[src/rtl/rx_filtered_samples_ctrl_pkg.sv]
// Shared rx constants: sample/BRAM geometry and the read-sequencer state encoding.
package rx_filtered_samples_ctrl_pkg;
   localparam int RX_DW    = 16;
   localparam int RX_AW    = 9;
   localparam int RX_DEPTH = 2**RX_AW;

   localparam logic [1:0] ST_IDLE  = 2'd0;
   localparam logic [1:0] ST_READ  = 2'd1;
   localparam logic [1:0] ST_DRAIN = 2'd2;
endpackage

[src/rtl/rx_filtered_samples_ctrl_if.sv]
// Sample input, correlator burst stream and BRAM ports of the filtered-sample sequencer.
interface rx_filtered_samples_ctrl_if
   import rx_filtered_samples_ctrl_pkg::*;
#(
   parameter int DW = RX_DW,
   parameter int AW = RX_AW
) ();
   logic          sample_valid;
   logic [DW-1:0] sample_in;
   logic          burst_req;
   logic          burst_ack;
   logic          burst_nack;
   logic [DW-1:0] rd_data;
   logic          rd_valid;
   logic          rd_last;
   logic          busy;
   logic          overrun;
   logic [AW:0]   fill_level;
   logic          bram_ena;
   logic          bram_wea;
   logic [AW-1:0] bram_addra;
   logic [DW-1:0] bram_dia;
   logic          bram_enb;
   logic [AW-1:0] bram_addrb;
   logic [DW-1:0] bram_dob;

   modport master (
      input  sample_valid, sample_in, burst_req, bram_dob,
      output burst_ack, burst_nack, rd_data, rd_valid, rd_last, busy, overrun,
             fill_level, bram_ena, bram_wea, bram_addra, bram_dia, bram_enb, bram_addrb
   );

   modport slave (
      output sample_valid, sample_in, burst_req, bram_dob,
      input  burst_ack, burst_nack, rd_data, rd_valid, rd_last, busy, overrun,
             fill_level, bram_ena, bram_wea, bram_addra, bram_dia, bram_enb, bram_addrb
   );
endinterface

[src/rtl/rx_filtered_samples_ctrl_wr_ptr.sv]
// Circular write pointer, saturating fill level and writes-since-acceptance counter.
module rx_circ_wr_ptr
   import rx_filtered_samples_ctrl_pkg::*;
#(
   parameter int AW = RX_AW
) (
   input  logic          clk,
   input  logic          rst_n,
   input  logic          i_wr,
   input  logic          i_cnt_clr,
   output logic [AW-1:0] o_wr_ptr,
   output logic [AW:0]   o_fill_level,
   output logic [AW:0]   o_wr_cnt
);
   localparam logic [AW:0] DEPTH_W = (AW+1)'(2**AW);

   logic [AW-1:0] r_wr_ptr;
   logic [AW:0]   r_fill;
   logic [AW:0]   r_wr_cnt;

   always_ff @(posedge clk or negedge rst_n) begin
      if (!rst_n) begin
         r_wr_ptr <= '0;
         r_fill   <= '0;
         r_wr_cnt <= '0;
      end else begin
         if (i_wr) begin
            r_wr_ptr <= r_wr_ptr + AW'(1);
            if (r_fill != DEPTH_W) r_fill <= r_fill + (AW+1)'(1);
         end
         // The write landing in the acceptance cycle is not counted.
         if (i_cnt_clr)
            r_wr_cnt <= '0;
         else if (i_wr && r_wr_cnt != DEPTH_W)
            r_wr_cnt <= r_wr_cnt + (AW+1)'(1);
      end
   end

   assign o_wr_ptr     = r_wr_ptr;
   assign o_fill_level = r_fill;
   assign o_wr_cnt     = r_wr_cnt;
endmodule

[src/rtl/rx_filtered_samples_ctrl.sv]
// Filtered-sample BRAM sequencer: circular write of the filter stream and
// oldest-first read-back of the newest WINDOW samples on correlator request.
module rx_filtered_samples_ctrl
   import rx_filtered_samples_ctrl_pkg::*;
#(
   parameter int DW     = RX_DW,
   parameter int AW     = RX_AW,
   parameter int WINDOW = 256
) (
   input  logic                        clk,
   input  logic                        rx_rst_n,
   rx_filtered_samples_ctrl_if.master  io_bus
);
   localparam int          DEPTH    = 2**AW;
   localparam logic [AW:0] WIN_W    = (AW+1)'(WINDOW);
   localparam logic [AW-1:0] WIN_MOD = AW'(WINDOW % DEPTH);
   localparam logic [AW:0] OVR_BASE = (AW+1)'(DEPTH - WINDOW);

   logic [AW-1:0] w_wr_ptr;
   logic [AW:0]   w_fill;
   logic [AW:0]   w_wr_cnt;
   logic          w_accept;
   logic          w_issue;
   logic          w_last_issue;
   logic          w_ovr_hit;

   logic [1:0]    r_state;
   logic [AW:0]   r_k;
   logic [AW-1:0] r_rd_addr;
   logic          r_ack;
   logic          r_nack;
   logic          r_enb_d;
   logic          r_last_d;
   logic          r_overrun;

   rx_circ_wr_ptr #(.AW(AW)) u_wr_ptr (
      .clk          (clk),
      .rst_n        (rx_rst_n),
      .i_wr         (io_bus.sample_valid),
      .i_cnt_clr    (w_accept),
      .o_wr_ptr     (w_wr_ptr),
      .o_fill_level (w_fill),
      .o_wr_cnt     (w_wr_cnt)
   );

   assign w_accept     = (r_state == ST_IDLE) && io_bus.burst_req && (w_fill >= WIN_W);
   assign w_issue      = (r_state == ST_READ);
   assign w_last_issue = w_issue && (r_k == WIN_W - (AW+1)'(1));
   // A write counted as wr_cnt+1 lands on read slot wr_cnt+1-(DEPTH-WINDOW)-1;
   // it is destructive when that slot is the current issue or a later one.
   assign w_ovr_hit    = w_issue && io_bus.sample_valid && (w_wr_cnt >= OVR_BASE + r_k);

   always_ff @(posedge clk or negedge rx_rst_n) begin
      if (!rx_rst_n) begin
         r_state   <= ST_IDLE;
         r_k       <= '0;
         r_rd_addr <= '0;
         r_ack     <= 1'b0;
         r_nack    <= 1'b0;
         r_enb_d   <= 1'b0;
         r_last_d  <= 1'b0;
      end else begin
         r_ack    <= 1'b0;
         r_nack   <= 1'b0;
         r_enb_d  <= w_issue;
         r_last_d <= w_last_issue;
         case (r_state)
            ST_IDLE: begin
               if (w_accept) begin
                  r_ack     <= 1'b1;
                  r_state   <= ST_READ;
                  r_k       <= '0;
                  r_rd_addr <= w_wr_ptr - WIN_MOD;
               end else if (io_bus.burst_req) begin
                  r_nack <= 1'b1;
               end
            end
            ST_READ: begin
               r_k       <= r_k + (AW+1)'(1);
               r_rd_addr <= r_rd_addr + AW'(1);
               if (w_last_issue) r_state <= ST_DRAIN;
            end
            ST_DRAIN: r_state <= ST_IDLE;
            default:  r_state <= ST_IDLE;
         endcase
      end
   end

   always_ff @(posedge clk or negedge rx_rst_n) begin
      if (!rx_rst_n)
         r_overrun <= 1'b0;
      else if (w_accept)
         r_overrun <= 1'b0;
      else if (w_ovr_hit)
         r_overrun <= 1'b1;
   end

   assign io_bus.bram_ena   = io_bus.sample_valid;
   assign io_bus.bram_wea   = io_bus.sample_valid;
   assign io_bus.bram_addra = w_wr_ptr;
   assign io_bus.bram_dia   = io_bus.sample_in;
   assign io_bus.bram_enb   = w_issue;
   assign io_bus.bram_addrb = r_rd_addr;
   assign io_bus.rd_data    = io_bus.bram_dob;
   assign io_bus.rd_valid   = r_enb_d;
   assign io_bus.rd_last    = r_last_d;
   assign io_bus.busy       = (r_state != ST_IDLE);
   assign io_bus.overrun    = r_overrun;
   assign io_bus.fill_level = w_fill;
   assign io_bus.burst_ack  = r_ack;
   assign io_bus.burst_nack = r_nack;
endmodule

[src/flat_wrapper.sv]
// flat-port wrapper written by rule: the top's interface ports become plain ports
module rx_filtered_samples_ctrl_flat import rx_filtered_samples_ctrl_pkg::*;
#(
   parameter int DW     = RX_DW,
   parameter int AW     = RX_AW,
   parameter int WINDOW = 256
)
  (clk, rx_rst_n, io_bus_sample_valid, io_bus_sample_in, io_bus_burst_req, io_bus_bram_dob, io_bus_burst_ack, io_bus_burst_nack, io_bus_rd_data, io_bus_rd_valid, io_bus_rd_last, io_bus_busy, io_bus_overrun, io_bus_fill_level, io_bus_bram_ena, io_bus_bram_wea, io_bus_bram_addra, io_bus_bram_dia, io_bus_bram_enb, io_bus_bram_addrb);
  rx_filtered_samples_ctrl_if #(.DW(DW), .AW(AW)) io_bus_i ();
  input  logic clk;
  input  logic rx_rst_n;
  input wire logic [$bits(io_bus_i.sample_valid)-1:0] io_bus_sample_valid;
  input wire logic [$bits(io_bus_i.sample_in)-1:0] io_bus_sample_in;
  input wire logic [$bits(io_bus_i.burst_req)-1:0] io_bus_burst_req;
  input wire logic [$bits(io_bus_i.bram_dob)-1:0] io_bus_bram_dob;
  output wire logic [$bits(io_bus_i.burst_ack)-1:0] io_bus_burst_ack;
  output wire logic [$bits(io_bus_i.burst_nack)-1:0] io_bus_burst_nack;
  output wire logic [$bits(io_bus_i.rd_data)-1:0] io_bus_rd_data;
  output wire logic [$bits(io_bus_i.rd_valid)-1:0] io_bus_rd_valid;
  output wire logic [$bits(io_bus_i.rd_last)-1:0] io_bus_rd_last;
  output wire logic [$bits(io_bus_i.busy)-1:0] io_bus_busy;
  output wire logic [$bits(io_bus_i.overrun)-1:0] io_bus_overrun;
  output wire logic [$bits(io_bus_i.fill_level)-1:0] io_bus_fill_level;
  output wire logic [$bits(io_bus_i.bram_ena)-1:0] io_bus_bram_ena;
  output wire logic [$bits(io_bus_i.bram_wea)-1:0] io_bus_bram_wea;
  output wire logic [$bits(io_bus_i.bram_addra)-1:0] io_bus_bram_addra;
  output wire logic [$bits(io_bus_i.bram_dia)-1:0] io_bus_bram_dia;
  output wire logic [$bits(io_bus_i.bram_enb)-1:0] io_bus_bram_enb;
  output wire logic [$bits(io_bus_i.bram_addrb)-1:0] io_bus_bram_addrb;
  assign io_bus_i.sample_valid = io_bus_sample_valid;
  assign io_bus_i.sample_in = io_bus_sample_in;
  assign io_bus_i.burst_req = io_bus_burst_req;
  assign io_bus_i.bram_dob = io_bus_bram_dob;
  assign io_bus_burst_ack = io_bus_i.burst_ack;
  assign io_bus_burst_nack = io_bus_i.burst_nack;
  assign io_bus_rd_data = io_bus_i.rd_data;
  assign io_bus_rd_valid = io_bus_i.rd_valid;
  assign io_bus_rd_last = io_bus_i.rd_last;
  assign io_bus_busy = io_bus_i.busy;
  assign io_bus_overrun = io_bus_i.overrun;
  assign io_bus_fill_level = io_bus_i.fill_level;
  assign io_bus_bram_ena = io_bus_i.bram_ena;
  assign io_bus_bram_wea = io_bus_i.bram_wea;
  assign io_bus_bram_addra = io_bus_i.bram_addra;
  assign io_bus_bram_dia = io_bus_i.bram_dia;
  assign io_bus_bram_enb = io_bus_i.bram_enb;
  assign io_bus_bram_addrb = io_bus_i.bram_addrb;
  rx_filtered_samples_ctrl #(.DW(DW), .AW(AW), .WINDOW(WINDOW)) u_core (.clk(clk), .rx_rst_n(rx_rst_n), .io_bus(io_bus_i));
endmodule
[config.mk]
export PLATFORM = sky130hd
export DESIGN_NAME = rx_filtered_samples_ctrl_flat
export DESIGN_NICKNAME = d
export VERILOG_FILES = /design/src/rtl/rx_filtered_samples_ctrl_pkg.sv /design/src/rtl/rx_filtered_samples_ctrl_if.sv /design/src/rtl/rx_filtered_samples_ctrl_wr_ptr.sv /design/src/rtl/rx_filtered_samples_ctrl.sv /design/src/flat_wrapper.sv
export SDC_FILE = /design/constraint.sdc
export NUM_CORES = 1
export LEC_CHECK = 0
export BUFFER_PORTS_ARGS = -buffer_cell sky130_fd_sc_hd__buf_2
export CAP_MARGIN = 40
export CELL_PAD_IN_SITES_DETAIL_PLACEMENT = 2
export CELL_PAD_IN_SITES_GLOBAL_PLACEMENT = 2
export CORE_ASPECT_RATIO = 2
export CORE_MARGIN = 8
export CORE_UTILIZATION = 27
export CTS_CLUSTER_DIAMETER = 100
export DETAILED_ROUTE_END_ITERATION = 16
export GPL_TIMING_DRIVEN = 0
export PLACE_DENSITY = 0.82
export SYNTH_ARGS = -nofsm -noshare
export SYNTH_HDL_FRONTEND = slang
export SYNTH_SLANG_ARGS = --single-unit
[constraint.sdc]
create_clock -name clk -period 1.66 [get_ports clk]
set_input_delay 0.166 -clock clk [delete_from_list [all_inputs] [get_ports clk]]
set_output_delay 0.166 -clock clk [all_outputs]
set_load 0.05 [all_outputs]
# Word level (Yosys, flattened, before mapping)
# Index checks and enable logic that the tools add are counted.
[op_classes]
n_addsub = 7
multipliers = 0
n_div = 0
order_cmp = 2
n_eq_ne = 6
shift = 0
n_mux = 16
n_bitwise = 0
reduce_logical = 14
[op_table]
columns = ["operator", "n"]
rows = [
  ["adder 10 x 1 -> 10 bit, second input constant", 3],
  ["two-way mux 10 bit", 3],
  ["!= test 10 bit, second input constant", 2],
  ["one-hot mux 10 bit (2 select lines)", 1],
  ["adder 9 x 1 -> 9 bit, second input constant", 2],
  ["one-hot mux 9 bit (2 select lines)", 1],
  ["adder 9 x 10 -> 10 bit, first input constant", 1],
  ["== test 10 x 8 -> 1 bit, second input constant", 1],
  [">= comparator 10 bit", 1],
  [">= comparator 10 x 9 -> 1 bit, second input constant", 1],
  ["two-way mux 9 bit", 1],
  ["subtractor 9 bit, second input constant", 1],
  ["nonzero test 2 bit", 4],
  ["two-way mux 1 bit", 7],
  ["logical AND 1 bit", 6],
  ["AND reduction 2 bit", 3],
  ["two-way mux 2 bit", 2],
  ["!= test 2 bit, second input constant", 2],
  ["one-hot mux 2 bit (2 select lines)", 1],
  ["== test 2 x 1 -> 1 bit, second input constant", 1],
  ["logical NOT 2 bit", 1],
]
[totals]
ff_bits = 55
latchBits = 0
ram_bits = 0
rom_bits = 0
word_cells = 56
mem_count = 0

# Longest topological paths before layout
[logic_depth]
depth_word = 5
mapped_depth = 8
ltp_nobuf = 8

# Cells and area by module
# From an unflattened synthesis, not the netlist that was laid out.
[hier_totals]
cells_unflattened = 333
hier_area_um2 = 3184.3
[by_module_without_submodules]
columns = ["module", "n_inst", "cells_each", "area_per_inst_um2"]
rows = [
  ["rx_filtered_samples_ctrl", 1, 195, 1739.2],
  ["rx_circ_wr_ptr", 1, 138, 1445.1],
]

# Least setup slack after synthesis
# No wires, ideal clock.
[synth_timing]
kind = "register to register"
from = "register u_core.r_rd_addr[0] (netlist: u_core.io_bus.bram_addrb[0])"
to = "register u_core.r_rd_addr[8] (netlist: u_core.io_bus.bram_addrb[8])"
setup_time_ps = 118
t_arrival_ps = 1803
required_ps = 1542
slack_ps = -261
stages_incl_launch_ff = 6
path_buffers = 0
period_less_slack_ps = 1921
path_cell_list = "dfrtp_1 > ha_1 > nand3_1 > or3_1 > a21o_1 > a21o_1"
[synth_between]
elab_chain_len = 2
[synth_lines]
columns = ["item", "line", "text"]
rows = [
  ["start: declaration", "rx_filtered_samples_ctrl.sv:29", "logic [AW-1:0] r_rd_addr;"],
  ["start signal: assignment", "rx_filtered_samples_ctrl.sv:73", "r_rd_addr <= w_wr_ptr - WIN_MOD;"],
  ["start signal: assignment", "rx_filtered_samples_ctrl.sv:80", "r_rd_addr <= r_rd_addr + AW'(1);"],
  ["adder 9 x 1 -> 9 bit", "rx_filtered_samples_ctrl.sv:80", ""],
  ["one-hot mux 9 bit (2 select lines)", "rx_filtered_samples_ctrl.sv:67", "case (r_state)"],
]
# No other way between the ends.
# A chain may end at the register's enable or synchronous reset.

# Worst setup path in the final report
[layout_timing]
from = "register u_core.r_state[1]"
to = "register u_core.r_k[8]"
[layout_between]
elab_chain_len = 5
elab_cells_between_ends = 8
[layout_lines]
columns = ["item", "line", "text"]
rows = [
  ["start: declaration", "rx_filtered_samples_ctrl.sv:27", "logic [1:0] r_state;"],
  ["start signal: assignment", "rx_filtered_samples_ctrl.sv:55", "r_state <= ST_IDLE;"],
  ["start signal: assignment", "rx_filtered_samples_ctrl.sv:71", "r_state <= ST_READ;"],
  ["start signal: assignment", "rx_filtered_samples_ctrl.sv:81", "if (w_last_issue) r_state <= ST_DRAIN;"],
  ["logical NOT 2 bit", "rx_filtered_samples_ctrl.sv:46, rx_filtered_samples_ctrl.sv:67", ""],
  ["logical AND 1 bit (2 in series)", "rx_filtered_samples_ctrl.sv:46", "assign w_accept = (r_state == ST_IDLE) && io_bus.burst_req && (w_fill >= WIN_W);"],
  ["!= test 2 bit (no line)", "n/a", ""],
  ["AND reduction 2 bit (no line)", "n/a", ""],
  ["end signal: assignment", "rx_filtered_samples_ctrl.sv:79", "r_k <= r_k + (AW+1)'(1);"],
  ["end: declaration", "rx_filtered_samples_ctrl.sv:28", "logic [AW:0] r_k;"],
]
# Several ways; a longest one is shown, not always the timed one.

==> results.txt <==
----------------------------------------------------
[Outcome]
  Run status ... complete, but fails checks
  Failing checks ... negative setup slack

[Layout]
  Share of the core filled with cells in the final layout ... 38.4%
  Number of inserted diodes ... 0
  Final std cell area, no fill ... 4310 sq um
  Ratio of cells with drive above 1 in the final layout ... 43.9%
  Layout overhead on the synthesized area ... 39.4%
  Final non-filler cell total ... 554
  Nets ... 465

[Floorplanning]
  Initial cell density of the core ... 27.6%
  Area inside the core boundary ... 11200 sq um
  Total Die Area ... 15300 sq um
  Row cnt ... 55
  Die Wd ... 91.7 um
  Ports placed on the boundary ... 105
  DIE HEIGHT ... 167 um

[Routing]
  Average routed wire per standard cell ... 20.0 um
  First drt pass iteration count ... 4
  Number of routed nets with antenna violations ... 0
  Vias per cell ... 5.03
  Routed wire length ... 11100 um
  # DRC ... 0
  Number of vias after detailed routing ... 2788
  DR iter-0 viols ... 74

[Synthesis]
  Synthesized netlist net count ... 371
  Synthesized area ... 3090 sq um
  Cell with the most instances after synthesis ... sky130_fd_sc_hd__dfrtp_1
  Fraction of synthesized cell area taken by the top area cell type ... 44.5%
  Largest cells by area after synthesis ... sky130_fd_sc_hd__dfrtp_1 (45%), sky130_fd_sc_hd__buf_4 (8.3%), sky130_fd_sc_hd__ha_1 (7.3%)
  Number of synthesis warnings ... 0
  Number of enable-type register cells in the synthesized netlist ... 0
  Main synth FF type ... sky130_fd_sc_hd__dfrtp_1
  Post-synthesis average cell area ... 9.75 sq um
  Commonest cells in the synthesized netlist ... sky130_fd_sc_hd__dfrtp_1 (55), sky130_fd_sc_hd__buf_4 (34), sky130_fd_sc_hd__nand2_1 (32), sky130_fd_sc_hd__nor2_1 (22)
  Gate count after technology mapping ... 317
  Cell type contributing the most total cell area after synthesis ... sky130_fd_sc_hd__dfrtp_1
  Number of flip-flops and latches in the synthesized netlist ... 55
  Sequential share of the synthesized area ... 44.5%
  Post-synthesis cell type count ... 45
  FFs w/ async S/R, synth ... 100%

[CTS]
  Clock tree from TritonCTS ... done
  CTS H-tree lvls ... 2
  Worst-path clk slew ... 0.08 ns
  Clk buf depth ... 2
  Source-to-sink clock delay at the later pin of the worst-skew pair ... 0.31 ns
  Root cell of the clock tree ... sky130_fd_sc_hd__clkbuf_16
  Sink Count ... 55
  Inserted Clock Buffers ... 5

[Timing]
  Share of the clock period used by the worst path after layout ... 105%
  Unrepaired setup endpoints after global routing ... yes
  Achievable Freq ... 573 MHz
  Final number of max-transition violations ... 0
  Min cycle time layout ... 1.75 ns
  Final hold vios ... 0
  Tightest slew margin relative to the limit ... 57.8%
  Fin Clk Skew ... 0.00941 ns
  Worst Setup Slack, final ... -0.0855 ns
  Setup violation total in the final timing report ... 18
  Worst-margin pin slew ... 0.633 ns
  Setup_tns ... -1.10 ns

[Critical path]
  Worst flop-to-flop path endpoint ... u_core.r_k[8]
  Worst R2R Start ... u_core.r_state[1]
  Combined buffer and inverter count along the critical path ... 2
  Data required, critical path ... 1.84 ns
  Largest delay contributor family on the critical path ... simple AND/OR/NAND/NOR gates
  Category of the critical setup timing path ... reg2reg
  Cells along the critical path ... or3b_4, or2_1, buf_6, buf_6, o211ai_1, o31ai_1
  Critical path's largest stage delay ... 0.44 ns
  CP max FO ... 4
  Signal arrival time at the worst endpoint ... 1.92 ns
  Cell at the slowest stage of the critical path ... sky130_fd_sc_hd__or3b_4
  Reg-to-reg setup timing slack ... -0.09 ns
  Type of element launching the critical path ... flop
  Cell seen most often among critical-path stages ... sky130_fd_sc_hd__buf_6
  Kind of capture point of the worst setup path ... flop
  Worst Reg2Reg Path Length in Cells ... 6

[Hold path]
  Hold Crit Depth ... 3
  Hold Path Class ... in2reg
  Start point of the worst hold path ... io_bus_burst_req
  End of the worst hold path ... u_core.io_bus.burst_nack

[Flow run]
  Max-capacitance violation count ... 0

[GRT]
  Via count of the first global-routing pass ... 3202
  Antenna violations before repair ... 0
  Total gr overflow ... 0
  Maximum number of pins on one net before global-route repair ... 37
  Wire length of the first global-routing pass ... 16900 um
  Total global-route track usage ... 13.9%

[Place]
  Dpl hpwl ... 7750 um
  Port-buffer cells ... 72
  Cell count after placement ... 532
  Final GP Congestion ... 0.787
  Post-placement cell area ... 3670 sq um

[Power]
  Post-layout power ... 5.23 mW
  Leakage power of the design ... 1.97 nW
  Maximum vdd drop ... 721 uV
  Power density relative to cell area ... 1210 nW/um^2

----------------------------------------------------
## cells by family (layout without fill, tap and decap cells)
kind of cell,Yosys count,after routing,synth area share (%)
buffers and inverters,62,157,12.5
muxes,3,3,1.01
xor gates and xnor gates,25,25,7.09
AOI/OAI and AO/OA,48,48,10.6
DFF,55,55,44.5
and+or+nand+nor,106,106,17.0
adders and majority gates,18,18,7.29
## routing by layer
layer / wire [um] / track usage [%]
met1: 3930 / 12.9
met4: 249 / 6.60
met2: 6330 / 26.7
met3: 584 / 3.72
met5: 0 / 0
## tightest hold or removal path: stages
cell	delay, ns
sky130_fd_sc_hd__buf_2	0.09
sky130_fd_sc_hd__or3b_4	0.26
sky130_fd_sc_hd__nor3_1	0.05
## placed cells by master (no fill, tap or decap), types with 4 or more instances in the layout
cell type	instances
sky130_fd_sc_hd__xor2_1	10
sky130_fd_sc_hd__xnor2_1	14
sky130_fd_sc_hd__clkbuf_16	6
sky130_fd_sc_hd__nand3_1	7
sky130_fd_sc_hd__a221o_1	7
sky130_fd_sc_hd__o21ai_0	10
sky130_fd_sc_hd__nor2_4	6
sky130_fd_sc_hd__buf_6	4
sky130_fd_sc_hd__and3_1	4
sky130_fd_sc_hd__nor2_1	12
sky130_fd_sc_hd__nor3_1	7
sky130_fd_sc_hd__buf_4	42
sky130_fd_sc_hd__nor2_2	4
sky130_fd_sc_hd__inv_1	18
sky130_fd_sc_hd__a21oi_1	7
sky130_fd_sc_hd__buf_12	5
sky130_fd_sc_hd__nand4_1	14
sky130_fd_sc_hd__ha_1	16
sky130_fd_sc_hd__buf_2	71
sky130_fd_sc_hd__nand2_1	30
sky130_fd_sc_hd__dfrtp_1	46
sky130_fd_sc_hd__dfrtp_2	9
## area by class of cell
cell class / count / area [sq um]
clock buffer: 6 / 129
fill: 1225 / 6910
buffer: 42 / 358
tap: 142 / 178
inverter: 20 / 87.6
timing repair buffer: 87 / 559
clock inverter: 2 / 38.8
sequential: 55 / 1390
multi-input combinational: 200 / 1570
## state kept, by name, summed over array words and instances, names as in the netlist
name,cells
u_core.u_wr_ptr.o_fill_level,10
u_core.io_bus.rd_last,1
u_core.io_bus.burst_nack,1
u_core.u_wr_ptr.o_wr_ptr,9
u_core.io_bus.burst_ack,1
u_core.u_wr_ptr.o_wr_cnt,10
u_core.io_bus.overrun,1
u_core.r_k,10
u_core.io_bus.bram_addrb,9
u_core.io_bus.rd_valid,1
u_core.r_state,2
## power breakdown
group	switching, mW	internal [mW]
Combinational	1.30	0.653
Sequential	0.429	1.58
Clock	0.541	0.721
Total	2.27	2.96
## repair_timing
item                       in CTS  in global routing
pin swaps                       9                 16
resized for setup              20                 48
setup endpoints to repair      29                 28
hold buffers                    1                  0
hold endpoints to repair       19                  0
setup buffers                   6                  5
cloned                          1                  1
## worst max-delay path by stage
stage / end / cells after the start / start
after floorplan: u_core.io_bus.bram_addrb[8] / 5 / u_core.io_bus.bram_addrb[0]
after global placement: u_core.u_wr_ptr.o_wr_cnt[0] / 7 / u_core.r_state[1]
after detailed placement: u_core.u_wr_ptr.o_wr_cnt[0] / 7 / u_core.r_state[1]
after CTS: u_core.io_bus.bram_addrb[2] / 6 / u_core.r_state[0]
after global routing: u_core.io_bus.overrun / 6 / u_core.r_state[1]
final: u_core.r_k[8] / 6 / u_core.r_state[1]
## through the flow
stage,hold slack (ns),setup slack [ns]
2_1_floorplan,-0.130,-0.0518
3_3_place_gp,0.466,-0.101
3_5_place_dp,0.179,-0.165
4_1_cts,0.278,-0.0576
5_1_grt,0.307,-0.180
6_report,0.296,-0.0855
Power figures use the tool's default switching activity.
